<file path="config.mk">
export PLATFORM = sky130hd
export DESIGN_NAME = aud_mode_ctrl
export DESIGN_NICKNAME = d
export VERILOG_FILES = /design/src/rtl/aud_ctrl_pkg.sv /design/src/rtl/key_edge_det.sv /design/src/rtl/aud_mode_ctrl.sv
export SDC_FILE = /design/constraint.sdc
export NUM_CORES = 1
export LEC_CHECK = 0
export ABC_AREA = 1
export ABC_CLOCK_PERIOD_IN_PS = 1800
export CAP_MARGIN = 20
export CORE_AREA = 8 8 80 82
export CTS_BUF_LIST = sky130_fd_sc_hd__clkbuf_4
export DETAILED_ROUTE_END_ITERATION = 10
export DIE_AREA = 0 0 88 90
export GPL_ROUTABILITY_DRIVEN = 1
export PLACE_DENSITY = 0.89
export REMOVE_ABC_BUFFERS = 1
export SLEW_MARGIN = 15
export SYNTH_ARGS = -nofsm -noshare
export SYNTH_HDL_FRONTEND = slang
export SYNTH_HIERARCHICAL = 1
export SYNTH_SLANG_ARGS = --single-unit
</file>
<file path="constraint.sdc">
create_clock -name i_clk -period 1.8 [get_ports i_clk]
set_clock_uncertainty 0.15 [all_clocks]
set_input_delay 0.18 -clock i_clk [delete_from_list [all_inputs] [get_ports i_clk]]
set_output_delay 0.18 -clock i_clk [all_outputs]
set_load 0.02 [all_outputs]
</file>
<file path="src/rtl/aud_ctrl_pkg.sv">
// Shared types and constants for the audio recorder/player mode controller.
package aud_ctrl_pkg;

    localparam int unsigned AUD_ADDR_W = 20;
    localparam logic [AUD_ADDR_W-1:0] AUD_MAX_ADDR = 20'hFFFFF;

    localparam int unsigned KEY_START = 0;
    localparam int unsigned KEY_STOP  = 1;
    localparam int unsigned KEY_PAUSE = 2;

    typedef enum logic [2:0] {
        ST_IDLE       = 3'd0,
        ST_I2C        = 3'd1,
        ST_READY      = 3'd2,
        ST_RECD       = 3'd3,
        ST_RECD_PAUSE = 3'd4,
        ST_PLAY       = 3'd5,
        ST_PLAY_PAUSE = 3'd6
    } state_t;

endpackage

</file>
<file path="src/rtl/key_edge_det.sv">
// Rising-edge detector for a vector of synchronous key levels.
// The history register resets to all-ones so a key held through reset never fires.
module key_edge_det #(
    parameter int unsigned N = 3
) (
    input  logic         clk,
    input  logic         rst_n,
    input  logic [N-1:0] key,
    output logic [N-1:0] rise
);

    logic [N-1:0] prev;

    always_ff @(posedge clk or negedge rst_n) begin
        if (!rst_n) prev <= '1;
        else        prev <= key;
    end

    assign rise = key & ~prev;

endmodule

</file>
<file path="src/rtl/aud_mode_ctrl.sv">
// Top-level sequencer: I2C bring-up, record/play mode FSM, SRAM ownership
// and one-cycle control pulses to the recorder and DSP.
module aud_mode_ctrl
    import aud_ctrl_pkg::*;
#(
    parameter int unsigned           ADDR_W   = AUD_ADDR_W,
    parameter logic [ADDR_W-1:0]     MAX_ADDR = AUD_MAX_ADDR
) (
    input  logic              i_clk,
    input  logic              i_rst_n,
    input  logic              i_key_0,
    input  logic              i_key_1,
    input  logic              i_key_2,
    input  logic              i_mode_play,
    input  logic              i_i2c_finished,
    input  logic [ADDR_W-1:0] i_rec_addr,
    input  logic [ADDR_W-1:0] i_play_addr,
    output logic              o_i2c_start,
    output logic              o_rec_start,
    output logic              o_rec_pause,
    output logic              o_rec_stop,
    output logic              o_play_start,
    output logic              o_play_pause,
    output logic              o_play_stop,
    output logic              o_sram_rec_sel,
    output logic [ADDR_W-1:0] o_rec_end,
    output logic [2:0]        o_state
);

    logic [2:0] key_rise;
    logic       ev_start, ev_pause, ev_stop, any_edge;

    key_edge_det #(.N(3)) u_key_edge (
        .clk   (i_clk),
        .rst_n (i_rst_n),
        .key   ({i_key_2, i_key_1, i_key_0}),
        .rise  (key_rise)
    );

    // Priority stop > pause > start; losers are dropped even if the winner is ignored.
    assign ev_stop  = key_rise[KEY_STOP];
    assign ev_pause = key_rise[KEY_PAUSE] & ~ev_stop;
    assign ev_start = key_rise[KEY_START] & ~ev_stop & ~key_rise[KEY_PAUSE];
    assign any_edge = |key_rise;

    state_t            state, state_nx;
    logic              rec_start_nx, rec_pause_nx, rec_stop_nx;
    logic              play_start_nx, play_pause_nx, play_stop_nx;
    logic [ADDR_W-1:0] rec_end_nx;

    always_comb begin
        state_nx      = state;
        rec_start_nx  = 1'b0;
        rec_pause_nx  = 1'b0;
        rec_stop_nx   = 1'b0;
        play_start_nx = 1'b0;
        play_pause_nx = 1'b0;
        play_stop_nx  = 1'b0;
        rec_end_nx    = o_rec_end;
        case (state)
            ST_IDLE: state_nx = ST_I2C;
            ST_I2C:  if (i_i2c_finished) state_nx = ST_READY;
            ST_READY: begin
                if (ev_start && !i_mode_play) begin
                    state_nx     = ST_RECD;
                    rec_start_nx = 1'b1;
                end else if (ev_start && o_rec_end != '0) begin
                    state_nx      = ST_PLAY;
                    play_start_nx = 1'b1;
                end
            end
            ST_RECD: begin
                if (ev_stop || (!any_edge && i_rec_addr == MAX_ADDR)) begin
                    state_nx    = ST_READY;
                    rec_stop_nx = 1'b1;
                    rec_end_nx  = i_rec_addr;
                end else if (ev_pause) begin
                    state_nx     = ST_RECD_PAUSE;
                    rec_pause_nx = 1'b1;
                end
            end
            ST_RECD_PAUSE: begin
                if (ev_stop) begin
                    state_nx    = ST_READY;
                    rec_stop_nx = 1'b1;
                    rec_end_nx  = i_rec_addr;
                end else if (ev_start) begin
                    state_nx     = ST_RECD;
                    rec_start_nx = 1'b1;
                end
            end
            ST_PLAY: begin
                if (ev_stop || i_play_addr >= o_rec_end) begin
                    state_nx     = ST_READY;
                    play_stop_nx = 1'b1;
                end else if (ev_pause) begin
                    state_nx      = ST_PLAY_PAUSE;
                    play_pause_nx = 1'b1;
                end
            end
            ST_PLAY_PAUSE: begin
                if (ev_stop) begin
                    state_nx     = ST_READY;
                    play_stop_nx = 1'b1;
                end else if (ev_start) begin
                    state_nx      = ST_PLAY;
                    play_start_nx = 1'b1;
                end
            end
            default: state_nx = ST_READY;
        endcase
    end

    always_ff @(posedge i_clk or negedge i_rst_n) begin
        if (!i_rst_n) begin
            state          <= ST_IDLE;
            o_i2c_start    <= 1'b0;
            o_rec_start    <= 1'b0;
            o_rec_pause    <= 1'b0;
            o_rec_stop     <= 1'b0;
            o_play_start   <= 1'b0;
            o_play_pause   <= 1'b0;
            o_play_stop    <= 1'b0;
            o_sram_rec_sel <= 1'b0;
            o_rec_end      <= '0;
        end else begin
            state          <= state_nx;
            o_i2c_start    <= (state_nx == ST_I2C);
            o_rec_start    <= rec_start_nx;
            o_rec_pause    <= rec_pause_nx;
            o_rec_stop     <= rec_stop_nx;
            o_play_start   <= play_start_nx;
            o_play_pause   <= play_pause_nx;
            o_play_stop    <= play_stop_nx;
            o_sram_rec_sel <= (state_nx == ST_RECD) || (state_nx == ST_RECD_PAUSE);
            o_rec_end      <= rec_end_nx;
        end
    end

    assign o_state = state;

endmodule

</file>
==> metrics.txt, run 1 <==
# TYPE chip_impl_metric gauge
chip_impl_metric{name="cts_max_path_bufs",unit=""} 2
chip_impl_metric{name="setup_ws",unit="ns"} -0.246
chip_impl_metric{name="arrival",unit="ns"} 2.14
chip_impl_info{name="timing.hold.worst_endpoint",value="u_key_edge/prev[1]"} 1
chip_impl_metric{name="fin_crit",unit="ns"} 2.05
chip_impl_metric{name="period_share",unit=""} 1.14
chip_impl_metric{name="synth-simple-area-share",unit=""} 0.275
chip_impl_metric{name="initial_utilization",unit=""} 0.389
chip_impl_metric{name="critical_path_cell_count",unit=""} 12
chip_impl_metric{name="cp_max_fo",unit=""} 4
chip_impl_metric{name="power.density_cell_area",unit="nW/um^2"} 1440
chip_impl_info{name="cts_root_buf",value="sky130_fd_sc_hd__clkbuf_4"} 1
chip_impl_info{name="crit_path_start_kind",value="flop"} 1
chip_impl_metric{name="coreArea",unit="sq um"} 5240
chip_impl_info{name="timing.rr.end",value="o_sram_rec_sel"} 1
chip_impl_metric{name="post_synth_xor_area_fraction",unit=""} 0
chip_impl_metric{name="cts_sinks",unit=""} 34
chip_impl_metric{name="cts_inserted_buffers",unit=""} 5
chip_impl_metric{name="fraction_of_synthesized_area_in_multiplexers",unit=""} 0
chip_impl_metric{name="detail_route.first_pass.iterations",unit=""} 4
chip_impl_metric{name="vdd_drop_max",unit="V"} 0.000863
chip_impl_metric{name="finalWeightedCongestion",unit=""} 0.940
chip_impl_info{name="timing.critical_path.max_delay_family",value="simple AND/OR/NAND/NOR gates"} 1
chip_impl_metric{name="drv_slew",unit=""} 0
chip_impl_metric{name="detailed_place.area",unit="sq um"} 3240
chip_impl_metric{name="sequential_to_total_area_share_from_yosys_stat",unit=""} 0.420
chip_impl_metric{name="global_route_wire_length_before_repair",unit="um"} 11300
chip_impl_metric{name="dieWidth",unit="um"} 88
chip_impl_metric{name="maxSlewHeadroom",unit=""} 0.719
chip_impl_metric{name="synthesis.yosys.warnings",unit=""} 6
chip_impl_metric{name="worst_setup_hold_path_clk_slew",unit="ns"} 0.11
chip_impl_metric{name="diodes",unit=""} 0
chip_impl_metric{name="number_of_storage_elements_in_the_synthesis_netlist",unit=""} 34
chip_impl_metric{name="dp_slack",unit="ns"} -0.368
chip_impl_metric{name="remaining_drc_errors",unit=""} 0
chip_impl_metric{name="clock_insertion_delay_worst_skew",unit="ns"} 0.35
chip_impl_metric{name="dr_total_vias",unit=""} 2320
chip_impl_metric{name="route.antenna.remaining_nets",unit=""} 0
chip_impl_metric{name="die_outline_area",unit="sq um"} 7920
chip_impl_metric{name="synth.avg_cell_area",unit="sq um"} 7.95
chip_impl_metric{name="synth_compound_gate_area_share",unit=""} 0.0910
chip_impl_info{name="timing.hold.worst.class",value="input port to flop"} 1
chip_impl_metric{name="final_net_count",unit=""} 464
chip_impl_metric{name="route.detailed.wl_per_inst",unit="um"} 16.2
chip_impl_info{name="largest_register",value="o_rec_end"} 1
chip_impl_metric{name="largest_reg_flops",unit=""} 20
chip_impl_metric{name="port-buffer-count",unit=""} 77
chip_impl_metric{name="tightestPinTransition",unit="ns"} 0.421
chip_impl_metric{name="p_leak",unit="nW"} 1.79
chip_impl_metric{name="final_area",unit="sq um"} 3620
chip_impl_metric{name="wl",unit="um"} 7610
chip_impl_info{name="status",value="complete, but fails checks"} 1
chip_impl_metric{name="mappedNetlistArea",unit="sq um"} 2030
chip_impl_info{name="worst_hold_startpoint",value="i_key_1"} 1
chip_impl_metric{name="timing.max_cap.violations",unit=""} 0
chip_impl_info{name="tritoncts",value="done"} 1
chip_impl_metric{name="drt-initial-drc-count",unit=""} 197
chip_impl_info{name="endpoint_kind_of_the_worst_setup_timing_path",value="flop"} 1
chip_impl_info{name="timing.rr.start",value="u_key_edge/prev[1]"} 1
chip_impl_info{name="combinational_family_with_the_most_area_after_synthesis",value="simple AND/OR/NAND/NOR gates"} 1
chip_impl_info{name="critical_path.cell_chain",value="nor2_2 > buf_12 > nor2_2 > nand2_1 > nor2_1 > nand2_1 > a21oi_2 > nand2_1 > o21ai_2 > nand2_2 > nand2_1 > nand2_1"} 1
chip_impl_metric{name="p_total",unit="mW"} 5.20
chip_impl_metric{name="die_height",unit="um"} 90
chip_impl_metric{name="hold_depth",unit=""} 1
chip_impl_metric{name="first_global_vias",unit=""} 2457
chip_impl_metric{name="grt_antenna_before_repair",unit=""} 0
chip_impl_metric{name="synth.lib_cells_used.distinct",unit=""} 27
chip_impl_metric{name="cts.htree.levels",unit=""} 2
chip_impl_info{name="worst_path_max_delay_cell",value="sky130_fd_sc_hd__dfstp_2"} 1
chip_impl_metric{name="synth_instances",unit=""} 256
chip_impl_metric{name="achievable-frequency",unit="GHz"} 0.489
chip_impl_metric{name="ff2ff_setup_slack",unit="ns"} -0.25
chip_impl_metric{name="area_growth_syn_to_layout",unit="%"} 78.1
chip_impl_metric{name="count_of_endpoints_failing_hold_in_the_final_timing_report",unit=""} 0
chip_impl_metric{name="drive_above_1_share",unit=""} 0.289
chip_impl_info{name="critPathMostFrequentCell",value="sky130_fd_sc_hd__nand2_1"} 1
chip_impl_metric{name="grt_remaining_overflow",unit=""} 0
chip_impl_metric{name="floorplan.io_pins",unit=""} 78
chip_impl_metric{name="setup_viol_count_final",unit=""} 27
chip_impl_metric{name="globalRouteTotalUtil",unit=""} 0.183
chip_impl_metric{name="floorplan.rows",unit=""} 27
chip_impl_metric{name="worstRegToRegCells",unit=""} 12
chip_impl_metric{name="hpwl",unit="um"} 5120
chip_impl_metric{name="critPathMaxStageDelay",unit="ns"} 0.54
chip_impl_metric{name="routed_via_density",unit=""} 4.94
chip_impl_info{name="worstSetupPathType",value="flop to flop"} 1
chip_impl_info{name="rsz0062_at_grt",value="yes"} 1
chip_impl_metric{name="whs",unit="ns"} 0.107
chip_impl_metric{name="synth_fa_ha_area_frac",unit=""} 0.123
chip_impl_metric{name="required",unit="ns"} 1.89
chip_impl_metric{name="finalCoreUtilization",unit=""} 0.692
chip_impl_metric{name="buffers_plus_inverters_on_the_worst_setup_path",unit=""} 1
chip_impl_info{name="failed_checks",value="negative setup slack"} 1
chip_impl_metric{name="grt_start_max_net_pins",unit=""} 35
worst max path at each step:
stage,end,from,slack (ns)
2_1_floorplan,o_rec_end[10],o_state[1],-0.25
3_3_place_gp,o_sram_rec_sel,i_play_addr[19],-0.31
3_5_place_dp,o_sram_rec_sel,i_play_addr[19],-0.37
4_1_cts,o_sram_rec_sel,u_key_edge/prev[2],-0.08
5_1_grt,o_sram_rec_sel,o_rec_end[9],-0.31
6_report,o_sram_rec_sel,u_key_edge/prev[1],-0.25
stage by stage:
step	std cells	TNS, ns
final	470	-3.28
after global routing	470	-4.73
after CTS	466	-0.513
after detailed placement	448	-5.76
after global placement	448	-4.14
after floorplan	252	-5.26
Yosys cell counts:
cell	instances	area, sq um
sky130_fd_sc_hd__nor2_2	3	18.8
sky130_fd_sc_hd__nand4_1	11	68.8
sky130_fd_sc_hd__o21ai_2	1	8.76
sky130_fd_sc_hd__o21ai_0	16	80.1
sky130_fd_sc_hd__nor3_2	3	30.0
sky130_fd_sc_hd__o2111ai_1	1	8.76
sky130_fd_sc_hd__nand3_1	9	45.0
sky130_fd_sc_hd__nor2_1	18	67.6
sky130_fd_sc_hd__a21oi_1	7	35.0
sky130_fd_sc_hd__nand2_2	2	12.5
sky130_fd_sc_hd__nor2b_1	1	6.26
sky130_fd_sc_hd__nor3_4	1	16.3
sky130_fd_sc_hd__nor3_1	2	10.0
sky130_fd_sc_hd__a21o_1	1	7.51
sky130_fd_sc_hd__buf_4	3	22.5
sky130_fd_sc_hd__dfrtp_1	31	776
sky130_fd_sc_hd__ha_1	20	250
sky130_fd_sc_hd__nand2_1	69	259
sky130_fd_sc_hd__dfstp_2	3	78.8
sky130_fd_sc_hd__nor4_1	2	12.5
sky130_fd_sc_hd__a21oi_2	1	8.76
sky130_fd_sc_hd__buf_2	1	5.00
sky130_fd_sc_hd__a31oi_1	1	6.26
sky130_fd_sc_hd__o21ai_1	6	30.0
sky130_fd_sc_hd__inv_1	39	146
sky130_fd_sc_hd__nor3b_2	1	12.5
sky130_fd_sc_hd__inv_2	3	11.3
layer usage:
| metal | up-vias | part of all wire | GRT usage |
|---|---|---|---|
| met2 | 112 | 0.53 | 0.337 |
| met5 | - | 0 | 0 |
| li1 | 1118 | - | - |
| met3 | 21 | 0.063 | 0.0300 |
| met4 | 0 | 0.030 | 0.0933 |
| met1 | 1069 | 0.37 | 0.190 |
repair_timing:
item	CTS	global route
setup buffers	7	3
setup endpoints to repair	29	33
endpoints found under the hold margin	31	0
gates cloned	2	1
hold buffers	1	0
pin swaps	7	3
resized for setup	33	14
area by class of cell:
class / count / area [sq um]
Sequential cell: 34 / 855
Timing Repair Buffer: 138 / 1320
Fill cell: 373 / 1610
Tap cell: 72 / 90.1
Clock buffer: 6 / 45.0
Clock inverter: 2 / 8.76
Multi-Input combinational cell: 176 / 1150
Inverter: 42 / 158
logic make-up (layout without fill, tap and decap cells):
family,Yosys count,count (layout)
flip-flops,34,34
adder cells (fa/ha/maj),20,20
AO/OA/AOI/OAI,34,34
AND/OR/NAND/NOR,122,122
buffers and inverters,46,188
worst register-to-register path: stages, from the launching register on:
cell and delay (ns):
sky130_fd_sc_hd__dfstp_2 0.54, sky130_fd_sc_hd__nor2_2 0.06, sky130_fd_sc_hd__buf_12 0.12, sky130_fd_sc_hd__nor2_2 0.11, sky130_fd_sc_hd__nand2_1 0.09, sky130_fd_sc_hd__nor2_1 0.15, sky130_fd_sc_hd__nand2_1 0.10, sky130_fd_sc_hd__a21oi_2 0.17
sky130_fd_sc_hd__nand2_1 0.12, sky130_fd_sc_hd__o21ai_2 0.14, sky130_fd_sc_hd__nand2_2 0.07, sky130_fd_sc_hd__nand2_1 0.06, sky130_fd_sc_hd__nand2_1 0.05
placed cells by master, fill, tap and decap left out, types with 3 or more instances in the layout:
master and instances:
sky130_fd_sc_hd__dlygate4sd2_1 3, sky130_fd_sc_hd__nand3_1 8, sky130_fd_sc_hd__clkbuf_4 6, sky130_fd_sc_hd__dlymetal6s2s_1 6, sky130_fd_sc_hd__buf_4 57, sky130_fd_sc_hd__inv_2 10
sky130_fd_sc_hd__a21oi_1 6, sky130_fd_sc_hd__nand2_2 6, sky130_fd_sc_hd__ha_1 13, sky130_fd_sc_hd__nor2_2 5, sky130_fd_sc_hd__dfrtp_1 31, sky130_fd_sc_hd__nor3_2 3
sky130_fd_sc_hd__nand2_1 63, sky130_fd_sc_hd__clkdlybuf4s50_1 64, sky130_fd_sc_hd__dfstp_2 3, sky130_fd_sc_hd__o21ai_0 16, sky130_fd_sc_hd__inv_1 32, sky130_fd_sc_hd__o21ai_1 6
sky130_fd_sc_hd__nand4_1 11, sky130_fd_sc_hd__ha_4 7, sky130_fd_sc_hd__nor2_1 15
power breakdown:
part / total [mW] / switching [mW] / internal [mW]
logic: 3.48 / 1.79 / 1.70
clock network: 0.425 / 0.263 / 0.162
registers: 1.29 / 0.228 / 1.07
total: 5.20 / 2.28 / 2.92
Note: power is estimated with default switching activity, not from simulation.
==> run 2, diff against run 1 <==
--- a/config.mk
+++ b/config.mk
@@ -5,7 +5,6 @@
 export SDC_FILE = /design/constraint.sdc
 export NUM_CORES = 1
 export LEC_CHECK = 0
-export ABC_AREA = 1
 export ABC_CLOCK_PERIOD_IN_PS = 1800
 export CAP_MARGIN = 20
 export CORE_AREA = 8 8 80 82
==> metrics.txt, run 2 <==
# TYPE chip_impl_metric gauge
chip_impl_metric{name="clock_insertion_delay_worst_skew",unit="ns"} 0.35
chip_impl_metric{name="coreArea",unit="sq um"} 5240
chip_impl_info{name="postSynth.topFlopCell",value="sky130_fd_sc_hd__dfrtp_1"} 1
chip_impl_info{name="endpoint_kind_of_the_worst_setup_timing_path",value="flop"} 1
chip_impl_metric{name="setup_viol_count_final",unit=""} 28
chip_impl_metric{name="required",unit="ns"} 1.88
chip_impl_metric{name="wl",unit="um"} 9020
chip_impl_metric{name="finalSetupTns",unit="ns"} -16.23
chip_impl_metric{name="p_leak",unit="nW"} 1.96
chip_impl_info{name="largest_register",value="o_rec_end"} 1
chip_impl_info{name="worstSetupPathType",value="flop to flop"} 1
chip_impl_metric{name="largest_reg_flops",unit=""} 20
chip_impl_metric{name="critPathMaxStageDelay",unit="ns"} 0.55
chip_impl_info{name="most_used_cells_in_the_layout_excluding_fill_and_tap_cells",value="sky130_fd_sc_hd__buf_4, sky130_fd_sc_hd__clkdlybuf4s50_1, sky130_fd_sc_hd__dfrtp_1, sky130_fd_sc_hd__inv_1"} 1
chip_impl_metric{name="global_route_wire_length_before_repair",unit="um"} 12600
chip_impl_info{name="tritoncts",value="done"} 1
chip_impl_metric{name="wl_met3",unit="um"} 626
chip_impl_info{name="status",value="complete, but fails checks"} 1
chip_impl_metric{name="number_of_storage_elements_in_the_synthesis_netlist",unit=""} 34
chip_impl_info{name="largest_cells_by_area_after_synthesis",value="sky130_fd_sc_hd__dfrtp_1, sky130_fd_sc_hd__ha_1, sky130_fd_sc_hd__nand2_1, sky130_fd_sc_hd__inv_1, sky130_fd_sc_hd__o21ai_0"} 1
chip_impl_metric{name="grt_antenna_before_repair",unit=""} 0
chip_impl_metric{name="die_outline_area",unit="sq um"} 7920
chip_impl_metric{name="final_area",unit="sq um"} 4060
chip_impl_info{name="rsz0062_at_grt",value="yes"} 1
chip_impl_metric{name="post_layout_nonfiller_instances",unit=""} 446
chip_impl_metric{name="net-switching-power",unit="mW"} 2.62
chip_impl_metric{name="fin_crit",unit="ns"} 2.49
chip_impl_info{name="synthTopCellsByCount",value="sky130_fd_sc_hd__dfrtp_1, sky130_fd_sc_hd__nand2_1, sky130_fd_sc_hd__inv_1, sky130_fd_sc_hd__ha_1, sky130_fd_sc_hd__o21ai_0"} 1
chip_impl_metric{name="achievable-frequency",unit="GHz"} 0.402
chip_impl_metric{name="postCtsHoldBufs",unit=""} 0
chip_impl_metric{name="power.sequential.fraction",unit=""} 0.219
chip_impl_metric{name="cp_max_fo",unit=""} 4
chip_impl_metric{name="setup_ws",unit="ns"} -0.687
chip_impl_metric{name="routed_via_density",unit=""} 5.46
chip_impl_metric{name="cell_internal_pwr",unit="mW"} 3.41
chip_impl_metric{name="synth_instances",unit=""} 214
chip_impl_metric{name="cts_sinks",unit=""} 34
chip_impl_metric{name="remaining_drc_errors",unit=""} 0
chip_impl_metric{name="power.combinational.fraction",unit=""} 0.709
chip_impl_metric{name="port-buffer-count",unit=""} 77
chip_impl_metric{name="timing.max_cap.violations",unit=""} 0
chip_impl_metric{name="synth.avg_cell_area",unit="sq um"} 9.60
chip_impl_info{name="highest_layer",value="met4"} 1
chip_impl_metric{name="mappedNetlistArea",unit="sq um"} 2050
chip_impl_metric{name="initial_utilization",unit=""} 0.392
chip_impl_info{name="synthMostInstantiatedCell",value="sky130_fd_sc_hd__dfrtp_1"} 1
chip_impl_metric{name="worst_setup_hold_path_clk_slew",unit="ns"} 0.11
chip_impl_metric{name="synth.lib_cells_used.distinct",unit=""} 48
chip_impl_metric{name="p_total",unit="mW"} 6.03
chip_impl_metric{name="grt_start_max_net_pins",unit=""} 35
chip_impl_metric{name="period_share",unit=""} 1.38
chip_impl_metric{name="cts.htree.levels",unit=""} 2
chip_impl_metric{name="p_sw_frac",unit=""} 0.435
chip_impl_metric{name="power.density_cell_area",unit="nW/um^2"} 1480
chip_impl_metric{name="vdd_drop_max",unit="V"} 0.000924
chip_impl_info{name="cts_root_buf",value="sky130_fd_sc_hd__clkbuf_4"} 1
chip_impl_metric{name="drive_above_1_share",unit=""} 0.428
chip_impl_metric{name="synth.top_cell.area_share",unit=""} 0.378
chip_impl_metric{name="cts_inserted_buffers",unit=""} 5
chip_impl_metric{name="route.antenna.remaining_nets",unit=""} 0
chip_impl_metric{name="synth-edff-count",unit=""} 0
chip_impl_metric{name="hpwl",unit="um"} 5450
chip_impl_metric{name="arrival",unit="ns"} 2.57
chip_impl_metric{name="die_height",unit="um"} 90
chip_impl_info{name="timing.hold.worst.class",value="input port to async pin"} 1
chip_impl_metric{name="area_growth_syn_to_layout",unit="%"} 97.6
chip_impl_metric{name="count_of_endpoints_failing_hold_in_the_final_timing_report",unit=""} 0
chip_impl_metric{name="final_net_count",unit=""} 440
chip_impl_metric{name="first_global_vias",unit=""} 2598
chip_impl_metric{name="dp_cells",unit=""} 416
chip_impl_info{name="critical_path.cell_chain",value="inv_2 > ha_1 > a21oi_1 > o21ai_1 > a311oi_2 > a2111oi_4 > or4_4 > nor4_2"} 1
chip_impl_metric{name="floorplan.io_pins",unit=""} 78
chip_impl_metric{name="cts_max_path_bufs",unit=""} 2
chip_impl_metric{name="finalWeightedCongestion",unit=""} 0.876
chip_impl_metric{name="clkPwrFrac",unit=""} 0.072
chip_impl_info{name="failed_checks",value="negative setup slack"} 1
chip_impl_info{name="worst_path_max_delay_cell",value="sky130_fd_sc_hd__or4_4"} 1
chip_impl_metric{name="globalRouteTotalUtil",unit=""} 0.204
chip_impl_metric{name="route.met2.wl",unit="um"} 4790
chip_impl_metric{name="diodes",unit=""} 0
chip_impl_metric{name="dieWidth",unit="um"} 88
chip_impl_metric{name="grt_remaining_overflow",unit=""} 0
chip_impl_info{name="netlist.top_cell.by_area",value="sky130_fd_sc_hd__dfrtp_1"} 1
chip_impl_metric{name="drv_slew",unit=""} 0
chip_impl_metric{name="wl_met1",unit="um"} 3310
chip_impl_metric{name="detail_route.first_pass.iterations",unit=""} 4
chip_impl_metric{name="finalCoreUtilization",unit=""} 0.775
chip_impl_metric{name="maxSlewHeadroom",unit=""} 0.661
chip_impl_metric{name="detailed_place.area",unit="sq um"} 3330
chip_impl_metric{name="async_flop_share",unit=""} 1.00
chip_impl_info{name="crit_path_start_kind",value="flop"} 1
chip_impl_metric{name="dr_total_vias",unit=""} 2435
chip_impl_info{name="final_common_cell",value="sky130_fd_sc_hd__buf_4"} 1
chip_impl_metric{name="fillcell_total",unit=""} 297
chip_impl_metric{name="route.detailed.wl_per_inst",unit="um"} 20.2
chip_impl_metric{name="tightestPinTransition",unit="ns"} 0.506
chip_impl_metric{name="sequential_to_total_area_share_from_yosys_stat",unit=""} 0.416
chip_impl_metric{name="floorplan.rows",unit=""} 27
chip_impl_metric{name="drt-initial-drc-count",unit=""} 206
chip_impl_metric{name="synthesis.yosys.warnings",unit=""} 6
-- run 2: cell count changes in the layout (fill, tap and decap cells not counted), moves of 6 or more --
| cell | previous run | this run |
|---|---|---|
| sky130_fd_sc_hd__nand2_1 | 63 | 10 |
| sky130_fd_sc_hd__nand3_1 | 8 | 0 |
| sky130_fd_sc_hd__dlymetal6s2s_1 | 6 | 16 |
| sky130_fd_sc_hd__o21ai_2 | 1 | 11 |
| sky130_fd_sc_hd__nor2_1 | 15 | 6 |
| sky130_fd_sc_hd__o21ai_0 | 16 | 3 |
| sky130_fd_sc_hd__buf_6 | 1 | 7 |
| sky130_fd_sc_hd__nand2_2 | 6 | 12 |
| sky130_fd_sc_hd__clkdlybuf4s50_1 | 64 | 56 |
| sky130_fd_sc_hd__nand4_1 | 11 | 5 |
| sky130_fd_sc_hd__inv_1 | 32 | 19 |
| sky130_fd_sc_hd__buf_4 | 57 | 67 |
-- run 2: worst max-delay path, delay by kind of cell (launching register included) --
family,cells,cell delay (ns)
AO/OA/AOI/OAI,4,0.71
adder cells (fa/ha/maj),1,0.30
buffers and inverters,1,0.05
flip-flops,1,0.38
AND/OR/NAND/NOR,2,0.77
-- run 2: repair_timing --
item | CTS | global route
buffers inserted | 8 | 11
gates resized for setup | 68 | 60
endpoints found under the setup margin | 32 | 43
gates cloned | 6 | 0
pin swaps | 25 | 22
-- run 2: layer usage --
| metal | track usage | up-vias |
|---|---|---|
| met4 | 0.0760 | 0 |
| met5 | 0 | - |
| met3 | 0.0619 | 33 |
| met1 | 0.221 | 1188 |
| li1 | - | 1086 |
| met2 | 0.357 | 128 |
-- run 2: cell type report --
type | count | area, sq um | share of cell area
clock buffers | 6 | 45.0 | 0.0111
clock inverters | 2 | 8.76 | 0.00216
inverters | 24 | 90.1 | 0.0222
multi-input cells | 148 | 1420 | 0.349
flip-flops and latches | 34 | 855 | 0.210
well taps | 72 | 90.1 | 0.0222
repair buffers | 160 | 1560 | 0.383
-- run 2: final timing paths --
check,from,cells past startpoint,endpoint,slack [ns]
max in group asynchronous,i_rst_n,2,u_key_edge/prev[2],1.05
worst min register to register,o_rec_end[7],2,o_rec_end[7],0.41
worst min-delay path,i_rst_n,2,o_rec_end[8],0.08
worst max-delay path,o_rec_end[7],8,o_play_pause,-0.69
worst max register to register,o_rec_end[7],8,o_play_pause,-0.69
min in group i_clk,i_key_1,1,u_key_edge/prev[1],0.13
-- run 2: logic make-up (layout without fill, tap and decap cells) --
| kind of cell | after synthesis | count (layout) | synth area share |
|---|---|---|---|
| AO/OA/AOI/OAI | 55 | 55 | 0.182 |
| adder cells (fa/ha/maj) | 20 | 20 | 0.122 |
| buffers and inverters | 32 | 192 | 0.0658 |
| flip-flops | 34 | 34 | 0.416 |
| multiplexers | 2 | 2 | 0.0104 |
| AND/OR/NAND/NOR | 71 | 71 | 0.204 |
-- run 2: power groups by stage --
stage	combinational (mW)	clock, mW	sequential [mW]
finish	4.27	0.435	1.32
global route	4.51	0.471	1.34
CTS	3.71	0.434	1.28
detailed placement	3.26	0	1.29
global placement	3.19	0	1.27
floorplan	1.04	0	1.69
-- run 2: per-stage QoR --
step	worst slack [ns]	hold WS (ns)
2_1_floorplan	-1.41	-0.266
3_3_place_gp	-0.908	0.388
3_5_place_dp	-0.930	0.403
4_1_cts	-0.614	0.0952
5_1_grt	-0.730	0.106
6_report	-0.687	0.0782
